===== src/rtl/fifo_pkg.sv =====
// rtl/fifo_pkg.sv - shared widths and helpers for the simulation FIFO path
//
// Purpose: default widths for the 512-bit simulation FIFO and its write
// packer, plus a helper that sizes the beat-slot index.
// Ports: none (package).
package fifo_pkg;

  localparam int DEF_IN_WIDTH  = 64;
  localparam int DEF_OUT_WIDTH = 512;
  localparam int DEF_LOG_DEPTH = 9;

  // Width of an index that selects one of 'ratio' beat slots.
  // Never returns zero, so a 1:1 packer still has a legal vector.
  function automatic int slot_width(input int ratio);
    return (ratio > 1) ? $clog2(ratio) : 1;
  endfunction

endpackage


===== src/rtl/fifo_write_packer.sv =====
// rtl/fifo_write_packer.sv - packs narrow stream beats into FIFO-width lines
//
// Purpose: accepts IN_WIDTH beats and packs RATIO of them into one OUT_WIDTH
// line for the FIFO. The first beat lands in the LSBs. in_last flushes a
// short packet as a zero-padded partial line.
// Ports:
//   clock, reset_n    - rising-edge clock, asynchronous active-low reset
//   in_valid, in_data - input beat and its valid flag
//   in_last           - final beat of a packet; forces a line flush
//   in_ready          - beat accepted when in_valid && in_ready
//   wrreq, data       - FIFO enqueue strobe and line
//   full              - FIFO full
//   lines_written     - lines enqueued since reset
//   partial_lines     - lines flushed with fewer than RATIO beats
module fifo_write_packer
  import fifo_pkg::*;
#(
  parameter int IN_WIDTH  = DEF_IN_WIDTH,
  parameter int OUT_WIDTH = DEF_OUT_WIDTH,
  parameter int CNT_WIDTH = 32
) (
  input  logic                 clock,
  input  logic                 reset_n,
  input  logic                 in_valid,
  input  logic [IN_WIDTH-1:0]  in_data,
  input  logic                 in_last,
  output logic                 in_ready,
  output logic                 wrreq,
  output logic [OUT_WIDTH-1:0] data,
  input  logic                 full,
  output logic [CNT_WIDTH-1:0] lines_written,
  output logic [CNT_WIDTH-1:0] partial_lines
);

  localparam int RATIO = OUT_WIDTH / IN_WIDTH;
  localparam int IDX_W = slot_width(RATIO);
  localparam logic [IDX_W-1:0] LAST_IDX = IDX_W'(RATIO - 1);

  generate
    if (OUT_WIDTH % IN_WIDTH != 0) begin : g_bad_ratio
      $fatal(1, "fifo_write_packer: OUT_WIDTH must be a multiple of IN_WIDTH");
    end
  endgenerate

  logic [OUT_WIDTH-1:0] acc;
  logic [IDX_W-1:0]     idx;
  logic [OUT_WIDTH-1:0] line_q;
  logic                 line_valid;

  logic                 accept;
  logic                 complete;
  logic [OUT_WIDTH-1:0] merged;

  // A pending line that drains this cycle frees the register for a new
  // completion in the same cycle, so in_ready only drops while full stalls it.
  assign in_ready = !line_valid || !full;
  assign wrreq    = line_valid && !full;
  assign data     = line_q;

  assign accept   = in_valid && in_ready;
  assign complete = accept && ((idx == LAST_IDX) || in_last);

  // acc is cleared on every completion, so slots above idx are already zero
  // and the merged value doubles as the zero-padded partial line.
  always_comb begin
    merged = acc;
    merged[idx*IN_WIDTH +: IN_WIDTH] = in_data;
  end

  always_ff @(posedge clock or negedge reset_n) begin
    if (!reset_n) begin
      acc           <= '0;
      idx           <= '0;
      line_q        <= '0;
      line_valid    <= 1'b0;
      lines_written <= '0;
      partial_lines <= '0;
    end else begin
      if (complete) begin
        line_q     <= merged;
        line_valid <= 1'b1;
        idx        <= '0;
        acc        <= '0;
        if (idx != LAST_IDX) begin
          partial_lines <= partial_lines + 1'b1;
        end
      end else begin
        if (accept) begin
          acc <= merged;
          idx <= idx + 1'b1;
        end
        if (wrreq) begin
          line_valid <= 1'b0;
        end
      end

      if (wrreq) begin
        lines_written <= lines_written + 1'b1;
      end
    end
  end

endmodule


===== config.mk =====
export PLATFORM = sky130hd
export DESIGN_NAME = fifo_write_packer
export DESIGN_NICKNAME = d
export VERILOG_FILES = /design/src/rtl/fifo_pkg.sv /design/src/rtl/fifo_write_packer.sv
export SDC_FILE = /design/constraint.sdc
export NUM_CORES = 2
export LEC_CHECK = 0
export CAP_MARGIN = 25
export CORE_ASPECT_RATIO = 0.75
export CORE_MARGIN = 3
export CORE_UTILIZATION = 30
export CTS_CLUSTER_DIAMETER = 150
export DETAILED_ROUTE_END_ITERATION = 16
export GPL_ROUTABILITY_DRIVEN = 0
export PLACE_DENSITY = 0.56
export SLEW_MARGIN = 25
export SYNTH_ARGS = -nofsm -noshare
export SYNTH_HDL_FRONTEND = slang
export SYNTH_SLANG_ARGS = --single-unit

===== constraint.sdc =====
create_clock -name clock -period 6.95 [get_ports clock]
set_input_delay 1.39 -clock clock [delete_from_list [all_inputs] [get_ports clock]]
set_output_delay 1.39 -clock clock [all_outputs]
set_load 0.02 [all_outputs]

==> Word level (Yosys, flattened, before mapping) <==
Index checks and enable logic that the tools add are counted.
{ "word_totals": {"input_bits": 69, "ff_bits": 1092, "output_inout_bits": 578} }
{ "classes": {"eq_ne": 2, "n_addsub": 4, "shift": 2, "n_mux": 7, "reduce_logical": 10} }
{ "ops": {"columns": ["operator", "n"], "rows": [
  ["2-to-1 mux 512 bit", 2],
  ["bitwise mux 512 bit", 1],
  ["variable shift 64 x 34 -> 512 bit, first input constant", 1],
  ["variable part select 64 x 34 -> 512 bit", 1],
  ["adder 32 x 1 -> 32 bit, second input constant", 2],
  ["negation 9 -> 34 bit", 1],
  ["2-to-1 mux 3 bit", 2],
  ["nonzero test 2 bit", 2],
  ["adder 3 x 1 -> 3 bit, second input constant", 1],
  ["equality test 3 bit, second input constant", 1],
  ["logical AND 1 bit", 3],
  ["!= test 3 bit, second input constant", 1],
  ["zero test 1 bit", 2],
  ["logical OR 1 bit", 2],
  ["2-to-1 mux 1 bit", 2],
  ["AND reduction 2 bit", 1]
]} }

==> Depth between registers and ports, before layout <==
{ "logic_depth": {"ltp_word": 5, "depth_mapped": 11, "mapped_depth_nobuf": 7} }

==> Worst setup path after synthesis <==
OpenSTA, ideal clock, no wires.
{ "synth_timing": {"path_type": "input -> output", "from": "in full", "to": "out wrreq", "path_slack_ps": 3767, "cell_stages": 2, "t_required_ps": 5560, "arrival_ps": 1793, "n_path_buf": 1, "path_cell_list": "nor2b_1 -> clkbuf_1"} }
{ "synth_via": {"elab_chain_cells": 2} }
{ "synth_rtl": {"columns": ["item", "line", "text"], "rows": [
  ["from (decl)", "fifo_write_packer.sv:30", "input logic full,"],
  ["zero test 1 bit", "fifo_write_packer.sv:57", "assign wrreq = line_valid && !full;"],
  ["logical AND 1 bit", "fifo_write_packer.sv:57", null],
  ["to (decl)", "fifo_write_packer.sv:28", "output logic wrreq,"]
]} }
Every way passes these cells.

==> Worst setup path after layout <==
{ "layout_timing": {"from": "reg idx[0]", "to": "reg acc[284]"} }
{ "layout_via": {"elab_chain_cells": 5, "word_cells_on_any_way": 10} }
{ "layout_rtl": {"columns": ["item", "line", "text"], "rows": [
  ["from (decl)", "fifo_write_packer.sv:46", "logic [IDX_W-1:0] idx;"],
  ["from (signal assigned)", "fifo_write_packer.sv:90", "idx <= idx + 1'b1;"],
  ["negation 9 -> 34 bit", "fifo_write_packer.sv:67", "merged[idx*IN_WIDTH +: IN_WIDTH] = in_data;"],
  ["variable part select 64 x 34 -> 512 bit or variable shift 64 x 34 -> 512 bit (tied branches)", "fifo_write_packer.sv:67", null],
  ["bitwise mux 512 bit", "fifo_write_packer.sv:67", null],
  ["2-to-1 mux 512 bit", "fifo_write_packer.sv:88", "if (accept) begin"],
  ["2-to-1 mux 512 bit", "fifo_write_packer.sv:79", "if (complete) begin"],
  ["to (signal assigned)", "fifo_write_packer.sv:89", "acc <= merged;"],
  ["to (decl)", "fifo_write_packer.sv:45", "logic [OUT_WIDTH-1:0] acc;"]
]} }
Several ways; a longest one is shown, not always the timed one. The select of a mux whose other input is x is not followed.
A chain may end at the register's enable or synchronous reset.

==> reports/metrics.yaml <==
layout:
  drive_above_1_share_pct: 6.596
  ff_latch_area_um2: 27330
  multiInputGateArea_um2: 16560
  areaGrowthSynthToFinish_pct: 25.70
  stdcell_count: 6716
  nFillCells: 14800
  final_nets: 4700
logic_synthesis:
  synth_top_area_share_pct: 59.57
  synth_fa_ha_area_share_pct: 0.2455
  synth_top_family_by_area: "compound AO/OA/AOI/OAI gates"
  synth.largest_area_cell: "dfrtp_1"
  muxShareOfSynthArea_pct: 2.842
  synth-compound-area-share_pct: 17.78
  yosysWarnings: 0
  syn-num-nets: 4330
  yosys.cell_types.count: 47
  syn_inst: 4252
  avgSynthCellArea_um2: 10.79
  synth_edf_count: 0
  ys_seq_area_share_pct: 59.57
  synth-async-reset-ratio_pct: 100.0
  ys_ff_latch: 1092
  yosys.area_share.simple_pct: 13.61
  synth_area_leaders: "dfrtp_1, a32o_1, a31oi_1"
  synth_ff_type: "dfrtp_1"
  synth_area_um2: 45880
  yosys.area_share.xor_xnor_pct: 1.184
clocking:
  cts_made_buffers: 115
  h-tree-depth: 3
  cts_root_buffer: "clkbuf_16"
  postCtsSetupBuffers: 0
  cts_tree: "yes"
  clk_pin_slew_ns: 0.06
  clock_latency_ns: 0.75
  cts_hold_buf: 0
  cts.sinks: 1092
  clk_path_buf_depth: 3
  post_cts_resized: 0
detailed_routing:
  drt_first_pass_iters: 5
  drc_errors: 0
  drt_wl_total_um: 170900
  drt-initial-drc-count: 3454
  detail-route-antenna-nets: 0
  vias: 36620
  routedWlPerCell_um: 25.45
  vias_per_cell: 5.453
sta:
  min_period_ns: 4.787
  tns_ns: 0
  rsz0062_at_grt: "no"
  slew_headroom_pct: 26.08
  hold_viol_final: 0
  period_share_pct: 68.88
  clock.fmax_mhz: 208.9
  setup_viol: 0
  skew_ns: 0.01942
  slew_viol_final: 0
  worst_pin_slew_ns: 1.105
flow_run:
  max_cap_viol_count: 0
global_routing:
  antenna_found_initial: 2
  overflow: 0
  grt.total_usage_pct: 21.21
  grt_max_degree: 229
  grt_first_pass_wirelength_um: 252400
  grt_pass1_vias: 35880
floorplan:
  die_width_um: 457.5
  core_area_um2: 151000
  die_area_um2: 157700
  start_util_pct: 30.39
  row_count: 123
  boundaryPins: 647
  die_h_um: 344.7
critical_path:
  required_ns: 7.62
  worstReg2RegEnd: "acc[284]"
  path_delay_family: "buffers and inverters"
  max_stage_delay_ns: 0.89
  critPathLaunchType: "register"
  cp_num_buf_inv: 3
  r2r-start: "idx[0]"
  arrival_ns: 5.46
  ff2ff_path_depth: 9
  worstPathMaxFanout: 64
  path_cells: "inv_1 -> ha_1 -> ha_1 -> nor4b_1 -> o21ai_4 -> buf_4 -> buf_4 -> a21o_4 -> a22o_1"
  reg2reg_slack_ns: 2.16
  path_class: "register to register"
  crit_cells: 9
  slowest_stage: "buf_4"
  cp-end-kind: "register"
worst_hold_path:
  whs_path_depth: 1
  min_from: "partial_lines[31]"
  min_to: "partial_lines[31]"
  hp-class: "register to register"
placed_design:
  dp_cells: 6502
  numPortBuffers: 646
  dp_hpwl_um: 106100
power_and_ir_drop:
  vdd_drop_max_mv: 0.1911
  p_total_mw: 18.24
  leakage_nw: 23.93
  power.density_nw_per_um2: 316.3
status:
  status: "completed"
Yosys cell counts, types with 3 or more instances:
master	n
a21oi_1	128
a22o_1	128
a31oi_1	384
a32o_1	384
and2_1	4
and3_1	7
and4_1	3
buf_1	43
buf_2	182
buf_4	21
buf_6	10
clkbuf_1	215
dfrtp_1	1092
ha_1	9
inv_1	11
mux2i_1	128
nand2_1	405
nand3_1	407
nand3b_1	6
nand4_1	17
nor2_1	529
nor2_2	4
nor3_1	21
nor3b_2	3
nor4_1	8
nor4_2	5
o21ai_0	4
o21ai_4	5
or3_1	5
xnor2_1	28
xor2_1	34
worst max path at each step:
stage,start,slack [ns],endpoint
after floorplan,full,3.77,wrreq
after global placement,full,2.04,acc[92]
after detailed placement,full,2.07,acc[94]
after CTS,idx[0],2.24,acc[294]
after global routing,idx[0],2.04,acc[288]
final,idx[0],2.16,acc[284]
flip-flops by register name (all words and copies together), names as in the netlist:
name           count
line_valid         1
lines_written     32
data             512
partial_lines     32
idx                3
acc              512
cells by family after synthesis:
group | after synthesis
buffers and inverters | 482
AOI/OAI and AO/OA | 1039
and+or+nand+nor | 1438
muxes | 130
DFF | 1092
xor gates and xnor gates | 62
adders and majority gates | 9
where the power goes:
group | switching [mW] | internal, mW
Sequential | 0.510 | 7.00
Combinational | 2.76 | 1.59
Clock | 2.70 | 3.69
through the flow:
step | worst slack [ns] | hold WS (ns) | instance area [um^2] | utilization (%)
3_5_place_dp | 2.068 | 0.4599 | 53710 | 35.58
2_1_floorplan | 3.767 | 0.4656 | 45880 | -
3_3_place_gp | 2.040 | 0.4620 | 53640 | 35.53
6_report | 2.163 | 0.4661 | 57660 | 38.19
4_1_cts | 2.235 | 0.4709 | 57580 | 38.14
5_1_grt | 2.039 | 0.4984 | 57660 | 38.19
metal layers:
layer,part of all wire [%],track usage [%]
met5,0,0
met4,2.6,5.803
met3,6.3,4.483
met2,46,33.29
met1,45,29.71
worst reg2reg max path: cells and delay by family, from the launching register on:
kind / cells / cell delay [ns]
buf+inv: 3 / 1.59
fa+ha+maj: 2 / 0.85
compound gates: 3 / 1.37
simple gates: 1 / 0.31
flops: 1 / 0.58
area by class of cell:
| class | instances | share of cell area (%) |
|---|---|---|
| sequential | 1092 | 47.39 |
| tap | 2000 | 4.340 |
| antenna | 1 | 0.004340 |
| timing repair buffer | 724 | 12.76 |
| clock inverter | 36 | 0.7052 |
| multi-input combinational | 2678 | 28.72 |
| inverter | 11 | 0.07160 |
| clock buffer | 174 | 6.006 |
cells in the final DEF, fill, tap and decap left out, drive strengths merged, types with 128 or more instances in the layout:
cell           count
a32o             384
a21oi            128
clkbuf           174
nand2            406
dfrtp           1092
nor2             533
clkdlybuf4s50    642
a31oi            384
mux2i            128
nand3            407
a22o             128
(Power assumes the default switching activity.)
